===== config.mk =====
export PLATFORM = sky130hd
export DESIGN_NAME = pla_x1dn_vec_loader
export DESIGN_NICKNAME = d
export VERILOG_FILES = /design/src/rtl/pla_x1dn_pkg.sv /design/src/rtl/pla_x1dn_vec_loader.sv
export SDC_FILE = /design/constraint.sdc
export NUM_CORES = 1
export LEC_CHECK = 0
export ABC_AREA = 1
export ABC_CLOCK_PERIOD_IN_PS = 2250
export CAP_MARGIN = 20
export CORE_MARGIN = 10
export CORE_UTILIZATION = 30
export CTS_BUF_LIST = sky130_fd_sc_hd__clkbuf_16
export CTS_CLUSTER_SIZE = 8
export DETAILED_ROUTE_END_ITERATION = 10
export MAX_ROUTING_LAYER = met4
export PLACE_DENSITY_LB_ADDON = 0.12
export SLEW_MARGIN = 20
export SYNTH_ARGS = -nofsm -noshare
export SYNTH_HDL_FRONTEND = slang
export SYNTH_SLANG_ARGS = --single-unit

===== constraint.sdc =====
create_clock -name clk -period 2.25 [get_ports clk]
set_input_delay 0.3375 -clock clk [delete_from_list [all_inputs] [get_ports clk]]
set_output_delay 0.3375 -clock clk [all_outputs]
set_load 0.01 [all_outputs]

===== src/rtl/pla_x1dn_pkg.sv =====
// Shared types for the x1dn PLA vector loader: PLA geometry, loader FSM
// states and the tagged result record.
package pla_x1dn_pkg;

    localparam int unsigned NIN   = 27;
    localparam int unsigned NOUT  = 6;
    localparam int unsigned TAG_W = 8;

    // ST_ prefix keeps the state names clear of the SETTLE parameter
    typedef enum logic [1:0] {
        ST_SHIFT  = 2'd0,
        ST_SETTLE = 2'd1,
        ST_EMIT   = 2'd2
    } state_e;

    typedef struct packed {
        logic [TAG_W-1:0] tag;
        logic [NOUT-1:0]  z;
    } result_t;

endpackage


===== src/rtl/pla_x1dn_vec_loader.sv =====
// Bit-serial feeder and result capture for the x1dn PLA.
// Ports:
//   clk, rst_n          clock, asynchronous active-low reset
//   s_valid/s_ready     serial beat handshake; s_data is one PLA input bit,
//   s_data/s_first      x00 first, s_first marks the x00 beat
//   x_out               PLA inputs, changes only when a full vector lands
//   z_in                PLA outputs, sampled SETTLE cycles after x_out updates
//   m_valid/m_ready     result handshake; m_data = {tag, z}
//   err_cnt             saturating framing error count
module pla_x1dn_vec_loader #(
    parameter int unsigned NIN    = 27,
    parameter int unsigned NOUT   = 6,
    parameter int unsigned SETTLE = 2,
    parameter int unsigned TAG_W  = 8
) (
    input  logic                  clk,
    input  logic                  rst_n,
    input  logic                  s_valid,
    output logic                  s_ready,
    input  logic                  s_data,
    input  logic                  s_first,
    output logic [NIN-1:0]        x_out,
    input  logic [NOUT-1:0]       z_in,
    output logic                  m_valid,
    input  logic                  m_ready,
    output logic [TAG_W+NOUT-1:0] m_data,
    output logic [7:0]            err_cnt
);
    import pla_x1dn_pkg::*;

    // Geometry is fixed by the PLA and by the packaged result record
    if (NIN != pla_x1dn_pkg::NIN) begin : g_bad_nin
        $error("pla_x1dn_vec_loader: NIN must be 27");
    end
    if (NOUT != pla_x1dn_pkg::NOUT) begin : g_bad_nout
        $error("pla_x1dn_vec_loader: NOUT must match pla_x1dn_pkg::NOUT");
    end
    if (TAG_W != pla_x1dn_pkg::TAG_W) begin : g_bad_tag
        $error("pla_x1dn_vec_loader: TAG_W must match pla_x1dn_pkg::TAG_W");
    end
    if (SETTLE < 1) begin : g_bad_settle
        $error("pla_x1dn_vec_loader: SETTLE must be at least 1");
    end

    localparam int unsigned CNT_W   = $clog2(NIN);
    localparam int unsigned SET_W   = (SETTLE > 1) ? $clog2(SETTLE) : 1;
    localparam int unsigned ERR_W   = 8;
    localparam logic [CNT_W-1:0] LAST_BIT = CNT_W'(NIN - 1);
    localparam logic [ERR_W-1:0] ERR_MAX  = '1;

    state_e             state_q,      state_d;
    logic [CNT_W-1:0]   bit_cnt_q,    bit_cnt_d;
    logic [SET_W-1:0]   settle_cnt_q, settle_cnt_d;
    logic [NIN-1:0]     shadow_q,     shadow_d;
    logic [NIN-1:0]     x_out_q,      x_out_d;
    result_t            m_data_q,     m_data_d;
    logic               m_valid_q,    m_valid_d;
    logic               s_ready_q,    s_ready_d;
    logic [TAG_W-1:0]   tag_q,        tag_d;
    logic [ERR_W-1:0]   err_cnt_q,    err_cnt_d;
    logic               err_inc;

    // Next-state and output computation
    always_comb begin
        state_d      = state_q;
        bit_cnt_d    = bit_cnt_q;
        settle_cnt_d = settle_cnt_q;
        shadow_d     = shadow_q;
        x_out_d      = x_out_q;
        m_data_d     = m_data_q;
        m_valid_d    = m_valid_q;
        tag_d        = tag_q;
        err_cnt_d    = err_cnt_q;
        err_inc      = 1'b0;

        case (state_q)
            ST_SHIFT: begin
                if (s_valid && s_ready_q) begin
                    if (s_first) begin
                        // A first marker mid-vector restarts the vector on this beat
                        err_inc     = (bit_cnt_q != '0);
                        shadow_d[0] = s_data;
                        bit_cnt_d   = CNT_W'(1);
                    end else if (bit_cnt_q == '0) begin
                        err_inc = 1'b1;
                    end else if (bit_cnt_q == LAST_BIT) begin
                        // Whole vector lands on the PLA in one edge
                        x_out_d          = shadow_q;
                        x_out_d[NIN-1]   = s_data;
                        bit_cnt_d        = '0;
                        settle_cnt_d     = SET_W'(SETTLE - 1);
                        state_d          = ST_SETTLE;
                    end else begin
                        shadow_d[bit_cnt_q] = s_data;
                        bit_cnt_d           = bit_cnt_q + CNT_W'(1);
                    end
                end
            end
            ST_SETTLE: begin
                if (settle_cnt_q == '0) begin
                    m_data_d.tag = tag_q;
                    m_data_d.z   = z_in;
                    m_valid_d    = 1'b1;
                    state_d      = ST_EMIT;
                end else begin
                    settle_cnt_d = settle_cnt_q - SET_W'(1);
                end
            end
            ST_EMIT: begin
                if (m_ready) begin
                    m_valid_d = 1'b0;
                    tag_d     = tag_q + TAG_W'(1);
                    state_d   = ST_SHIFT;
                end
            end
            default: state_d = ST_SHIFT;
        endcase

        if (err_inc && (err_cnt_q != ERR_MAX)) begin
            err_cnt_d = err_cnt_q + ERR_W'(1);
        end

        s_ready_d = (state_d == ST_SHIFT);
    end

    // State and output registers
    always_ff @(posedge clk or negedge rst_n) begin
        if (!rst_n) begin
            state_q      <= ST_SHIFT;
            bit_cnt_q    <= '0;
            settle_cnt_q <= '0;
            shadow_q     <= '0;
            x_out_q      <= '0;
            m_data_q     <= '0;
            m_valid_q    <= 1'b0;
            s_ready_q    <= 1'b1;
            tag_q        <= '0;
            err_cnt_q    <= '0;
        end else begin
            state_q      <= state_d;
            bit_cnt_q    <= bit_cnt_d;
            settle_cnt_q <= settle_cnt_d;
            shadow_q     <= shadow_d;
            x_out_q      <= x_out_d;
            m_data_q     <= m_data_d;
            m_valid_q    <= m_valid_d;
            s_ready_q    <= s_ready_d;
            tag_q        <= tag_d;
            err_cnt_q    <= err_cnt_d;
        end
    end

    assign s_ready = s_ready_q;
    assign x_out   = x_out_q;
    assign m_valid = m_valid_q;
    assign m_data  = m_data_q;
    assign err_cnt = err_cnt_q;

endmodule


=== Yosys cells after proc, flatten, opt, wreduce, memory -nomap -nowiden ===
Cells that the tools add are included.

* Output and inout bits: 51
* Flip-flop bits (word level): 94
* Word-level logic and storage cells: 80

* Add/subtract/negate cells: 4
* Mux-type cells: 29
* Bitwise logic cells: 4
* Order comparisons: 2
* Equality and inequality tests: 12
* Reduce and logical (&&, ||, !) cells: 17

{| class="wikitable"
|+ Operator list
! cell !! count
|-
| 27-bit bitwise mux || 1
|-
| 8-bit by 1-bit adder with 8-bit output, second input constant || 2
|-
| 2-bit != test, second input constant || 8
|-
| 1-bit 2-to-1 mux || 15
|-
| 5-bit 2-to-1 mux || 3
|-
| 5-bit AND reduction || 3
|-
| 2-bit 2-to-1 mux || 6
|-
| 8-bit != test, second input constant || 1
|-
| 5-bit by 6-bit < comparator with 1-bit output, second input constant || 1
|-
| 2-bit case mux with 3 select lines || 1
|-
| 3-bit AND reduction || 2
|-
| 5-bit by 1-bit adder with 5-bit output, second input constant || 1
|-
| 1-bit demux with 5-bit select || 1
|-
| 5-bit == test, second input constant || 1
|-
| 5-bit by 1-bit greater-or-equal comparator with 1-bit output, second input constant || 1
|-
| 5-bit zero test || 1
|-
| 5-bit nonzero test || 1
|-
| 2-bit zero test || 2
|-
| 1-bit inverter || 4
|-
| 1-bit case mux with 2 select lines || 2
|-
| 2-bit AND reduction || 2
|-
| 4-bit AND reduction || 1
|-
| 2-bit nonzero test || 2
|-
| 1-bit logical AND || 3
|-
| 3 further kinds || 3
|}

=== Depth between registers and ports, before layout ===
* Word-level depth: 8
* Mapped depth: 12

=== Least setup slack after synthesis ===
Ideal clock, no wire load.

* Path type: reg2reg
* Start: register bit_cnt_q[0]
* End: register err_cnt_q[5], in the netlist err_cnt[5]
* Slack: 476 ps
* Data arrival time: 1709 ps
* Period minus slack after synthesis: 1774 ps
* Stages on the path, launching flop included: 13
* Setup time: 65 ps
* Path buffers: 0
* Cells stage by stage: dfrtp_1 > inv_1 > ha_1 > inv_2 > nor2_1 > nand2_4 > ha_1 > inv_1 > nor2_2 > nand2_2 > inv_2 > nand2_1 > nand2_1

* Word-level cells in the longest chain between the ends: 6
* Elaborated cells on any way between the ends: 7
* Those cells by class: 4 x mux; 3 x reduce/logical

{| class="wikitable"
|+ Ends and longest elaborated chain
! element !! line !! RTL
|-
| start, declared || pla_x1dn_vec_loader.sv:52 || <nowiki>logic [CNT_W-1:0] bit_cnt_q, bit_cnt_d;</nowiki>
|-
| start signal, assigned || pla_x1dn_vec_loader.sv:141 || <nowiki>bit_cnt_q <= bit_cnt_d;</nowiki>
|-
| 5-bit zero test || pla_x1dn_vec_loader.sv:84 || <nowiki>end else if (bit_cnt_q == '0) begin</nowiki>
|-
| 1-bit 2-to-1 mux || pla_x1dn_vec_loader.sv:84 ||
|-
| 1-bit 2-to-1 mux * || pla_x1dn_vec_loader.sv:79 || <nowiki>if (s_first) begin</nowiki>
|-
| 1-bit 2-to-1 mux * || pla_x1dn_vec_loader.sv:78 || <nowiki>if (s_valid && s_ready_q) begin</nowiki>
|-
| 1-bit 2-to-1 mux * || pla_x1dn_vec_loader.sv:76 || <nowiki>case (state_q)</nowiki>
|-
| 1-bit logical AND * || pla_x1dn_vec_loader.sv:119 || <nowiki>if (err_inc && (err_cnt_q != ERR_MAX)) begin</nowiki>
|-
| end signal, assigned || pla_x1dn_vec_loader.sv:149 || <nowiki>err_cnt_q <= err_cnt_d;</nowiki>
|-
| end, declared || pla_x1dn_vec_loader.sv:60 || <nowiki>logic [ERR_W-1:0] err_cnt_q, err_cnt_d;</nowiki>
|}

Mark *: on every way between the ends. The rest lies on a longest branch, timed or not.
A chain may end at the register's enable or synchronous reset.

=== Final worst setup path ===
* Start: register bit_cnt_q[1]
* End: register err_cnt_q[4], in the netlist err_cnt[4]

The elaborated chain is that of the path after synthesis.

==> metrics.md <==
| Metric | Value |
|---|---|
| Total routed wirelength | roughly 11 mm |
| Max Fclk | approximately 0.50 GHz |
| YS warnings | 0 |
| IO Count | 63 |
| Reg clk slew, reported paths | around 0.060 ns |
| Clock skew | 0.00540 ns |
| Leakage | about 0.0027 uW |
| Worst path required time | roughly 2.5 ns |
| TritonCTS Buffers | 9 |
| Htree depth | 3 |
| Outcome | finished clean |
| GPL Wtd Cong | 0.789 |
| Worst Path Class, Setup | flip-flop to flip-flop |
| RSZ-0062 raised after global routing | no |
| Postcts setup bufs | 0 |
| Gr usage total | 10.7% |
| Count of different cell masters after synthesis | 30 |
| Die Wd | roughly 150 um |
| Area Growth Syn to Fin | 22.8% |
| 1st-iter DRT viols | about 150 |
| Die Y | between 100 and 150 um |
| Total number of vias | 3700 |
| Antenna Nets Post-Route | 0 |
| Hold WS | 0.471 ns |
| Top Family by Delay on Critical Path | simple AND/OR/NAND/NOR gates |
| Commonest non-fill, non-tap cells in the layout | nand2_1, dfrtp_1, nand3_1 |
| Critical-path cell list | inv_1 -> ha_1 -> inv_2 -> nor2_1 -> nand2_4 -> ha_1 -> inv_1 -> nor2_2 -> nand2_2 -> inv_2 -> nand2_1 -> nand2_1 |
| CP peak stage delay | roughly 0.42 ns |
| Worst EP arrival | ~2.3 ns |
| Clock latency on the worst-skew pair | 0.34 ns |
| Nets | about 640 |
| Gate Count Post-Synth | around 560 |
| Vias in the first global route | 3660 |
| Crit path capture type | flip-flop |
| First-pass GRT wire length | ~18 mm |
| Hold WC Path Type | flip-flop to flip-flop |
| Worst path slowest cell | dfrtp_1 |
| DRC | 0 |
| Starting Density | between 30% and 40% |
| # port buffers | 62 |
| Relative slew slack | between 50% and 60% |
| CORE AREA | 0.0153 mm2 |
| Syn_area_per_cell | between 8 and 9 um2 |
| CP max FO | 9 |
| GRT Residual Overflow | 0 |
| TritonRoute pass-1 iters | 4 |
| Pwr dens | 727 mW/mm2 |
| Clock root buffer | clkbuf_16 |
| Vias/cell | 4.42 |
| Post-CTS sizing | 0 |
| Minimum clock period | a little over 2 ns |
| Fraction of layout instances using a drive strength above 1 | around 15% |
| Longest Clk Path Bufs | 2 |
| DIE AREA | about 0.021 mm2 |
| CTS tree | done |
| Commonest non-fill, non-tap cell in the layout | nand2_1 |
| Initial antenna violation count | 0 |
| Final Hold Violating Endpoints | 0 |
| # setup viols final | 0 |
| Setup TNS | 0 ns |
| Max VDD drop | between 0.0004 and 0.0005 V |
| Tightest Pin Transition | 0.633 ns |
| Final worst-path cycle share | between 80% and 90% |
| Max-cap violations | 0 |
| #FFs+latches synth | just over 90 |
| Routed len/inst | approximately 13 um |
| Mapped Nets | 578 |
| Worst Path Buf+Inv | 4 |
| # clock sinks | 93 |
| Post-DP HPWL | about 7.7 mm |
| Synthesized cell area | 0.00471 mm2 |
| Sequential area share after synthesis | about half |
| Slew Limit Fails | 0 |
| R2R Setup Slk | approximately 0.23 ns |
| N_diodes | 0 |
| Largest net degree at the start of global routing | between 40 and 50 |
| Startpoint types | flip-flop |
| Num rows | 45 |
-- cell usage after synthesis, drive strengths merged --
cell	n	area [um2]
clkbuf	3	11.3
clkinv	1	3.75
dfstp	1	26.3
nor2	48	250
o31ai	1	7.51
xnor2	2	17.5
inv	62	235
o21ai	37	287
nand3	76	393
nand4	5	31.3
dfrtp	92	2300
xor2	5	43.8
nand2	195	827
ha	8	100
nor3	1	5.00
nand3b	1	7.51
buf	17	150
a21oi	3	15.0
-- report_power, final --
group / total, uW / leakage [uW] / internal, uW / switching, uW
Combinational: 956 / 0.00133 / 325 / 631
Sequential: 1930 / 0.00123 / 1800 / 131
Clock: 1330 / 0.000133 / 721 / 604
Total: 4210 / 0.00269 / 2840 / 1370
-- metrics by stage --
step | area (um2) | utilization, % | power, uW | cells | worst slack (ns)
2_1_floorplan | 4710 | - | 2640 | 558 | 0.476
3_3_place_gp | 5530 | 36.1 | 2920 | 820 | 0.220
3_5_place_dp | 5530 | 36.1 | 2940 | 820 | 0.184
4_1_cts | 5790 | 37.8 | 4300 | 837 | 0.185
5_1_grt | 5790 | 37.8 | 4480 | 837 | 0.0537
6_report | 5790 | 37.8 | 4210 | 837 | 0.235
-- tightest hold or removal path: cells and delay by family (launching register included) --
kind             cells  cell delay (ns)
flip-flops           1             0.34
AND/OR/NAND/NOR      2             0.09
-- sequential cells by signal, summed over array words and instances, names as in the netlist --
register,flops
err_cnt,8
tag_q,8
x_out,27
shadow_q,26
settle_cnt_q,1
m_data,14
m_valid,1
bit_cnt_q,5
s_ready,1
state_q,2
-- path summary, 6_finish.rpt --
kind | startpoint | end | cells after the start
setup reg to reg | bit_cnt_q[1]$_DFFE_PN0P_ | err_cnt[4]$_DFFE_PN0P_ | 12
setup / recovery | bit_cnt_q[1]$_DFFE_PN0P_ | err_cnt[4]$_DFFE_PN0P_ | 12
max in group asynchronous | rst_n | s_ready$_DFF_PN1_ | 3
min in group asynchronous | rst_n | shadow_q[3]$_DFFE_PN0P_ | 2
hold / removal | shadow_q[5]$_DFFE_PN0P_ | shadow_q[5]$_DFFE_PN0P_ | 2
hold reg to reg | shadow_q[5]$_DFFE_PN0P_ | shadow_q[5]$_DFFE_PN0P_ | 2
-- cell families (layout without fill, tap and decap cells) --
group	count (synthesis)	in the layout	synth area share [%]
AOI/OAI and AO/OA	41	41	6.56
xor gates and xnor gates	7	7	1.30
adders and majority gates	8	8	2.12
buffers and inverters	83	151	8.49
DFF	93	93	49.4
and+or+nand+nor	326	326	32.1
-- layout make-up --
cell class | count | area [um2]
Inverter | 63 | 239
Timing Repair Buffer | 72 | 721
Clock inverter | 7 | 26.3
Fill cell | 1617 | 9530
Sequential cell | 93 | 2330
Tap cell | 211 | 264
Multi-Input combinational cell | 382 | 1980
Clock buffer | 9 | 225
-- metal layers --
metal	GRT usage, %	wire [um]	vias up
met2	16.4	4960	71
met3	3.60	583	11
met1	12.7	4890	1738
li1	-	-	1880
met4	4.30	218	0
met5	-	0	-
-- what timing repair did --
action,4_1_cts,5_1_grt
endpoints found under the setup margin,0,0
hold buffers,1,0
hold endpoints to repair,7,0
No activity file was read; power rests on OpenSTA's default activity.
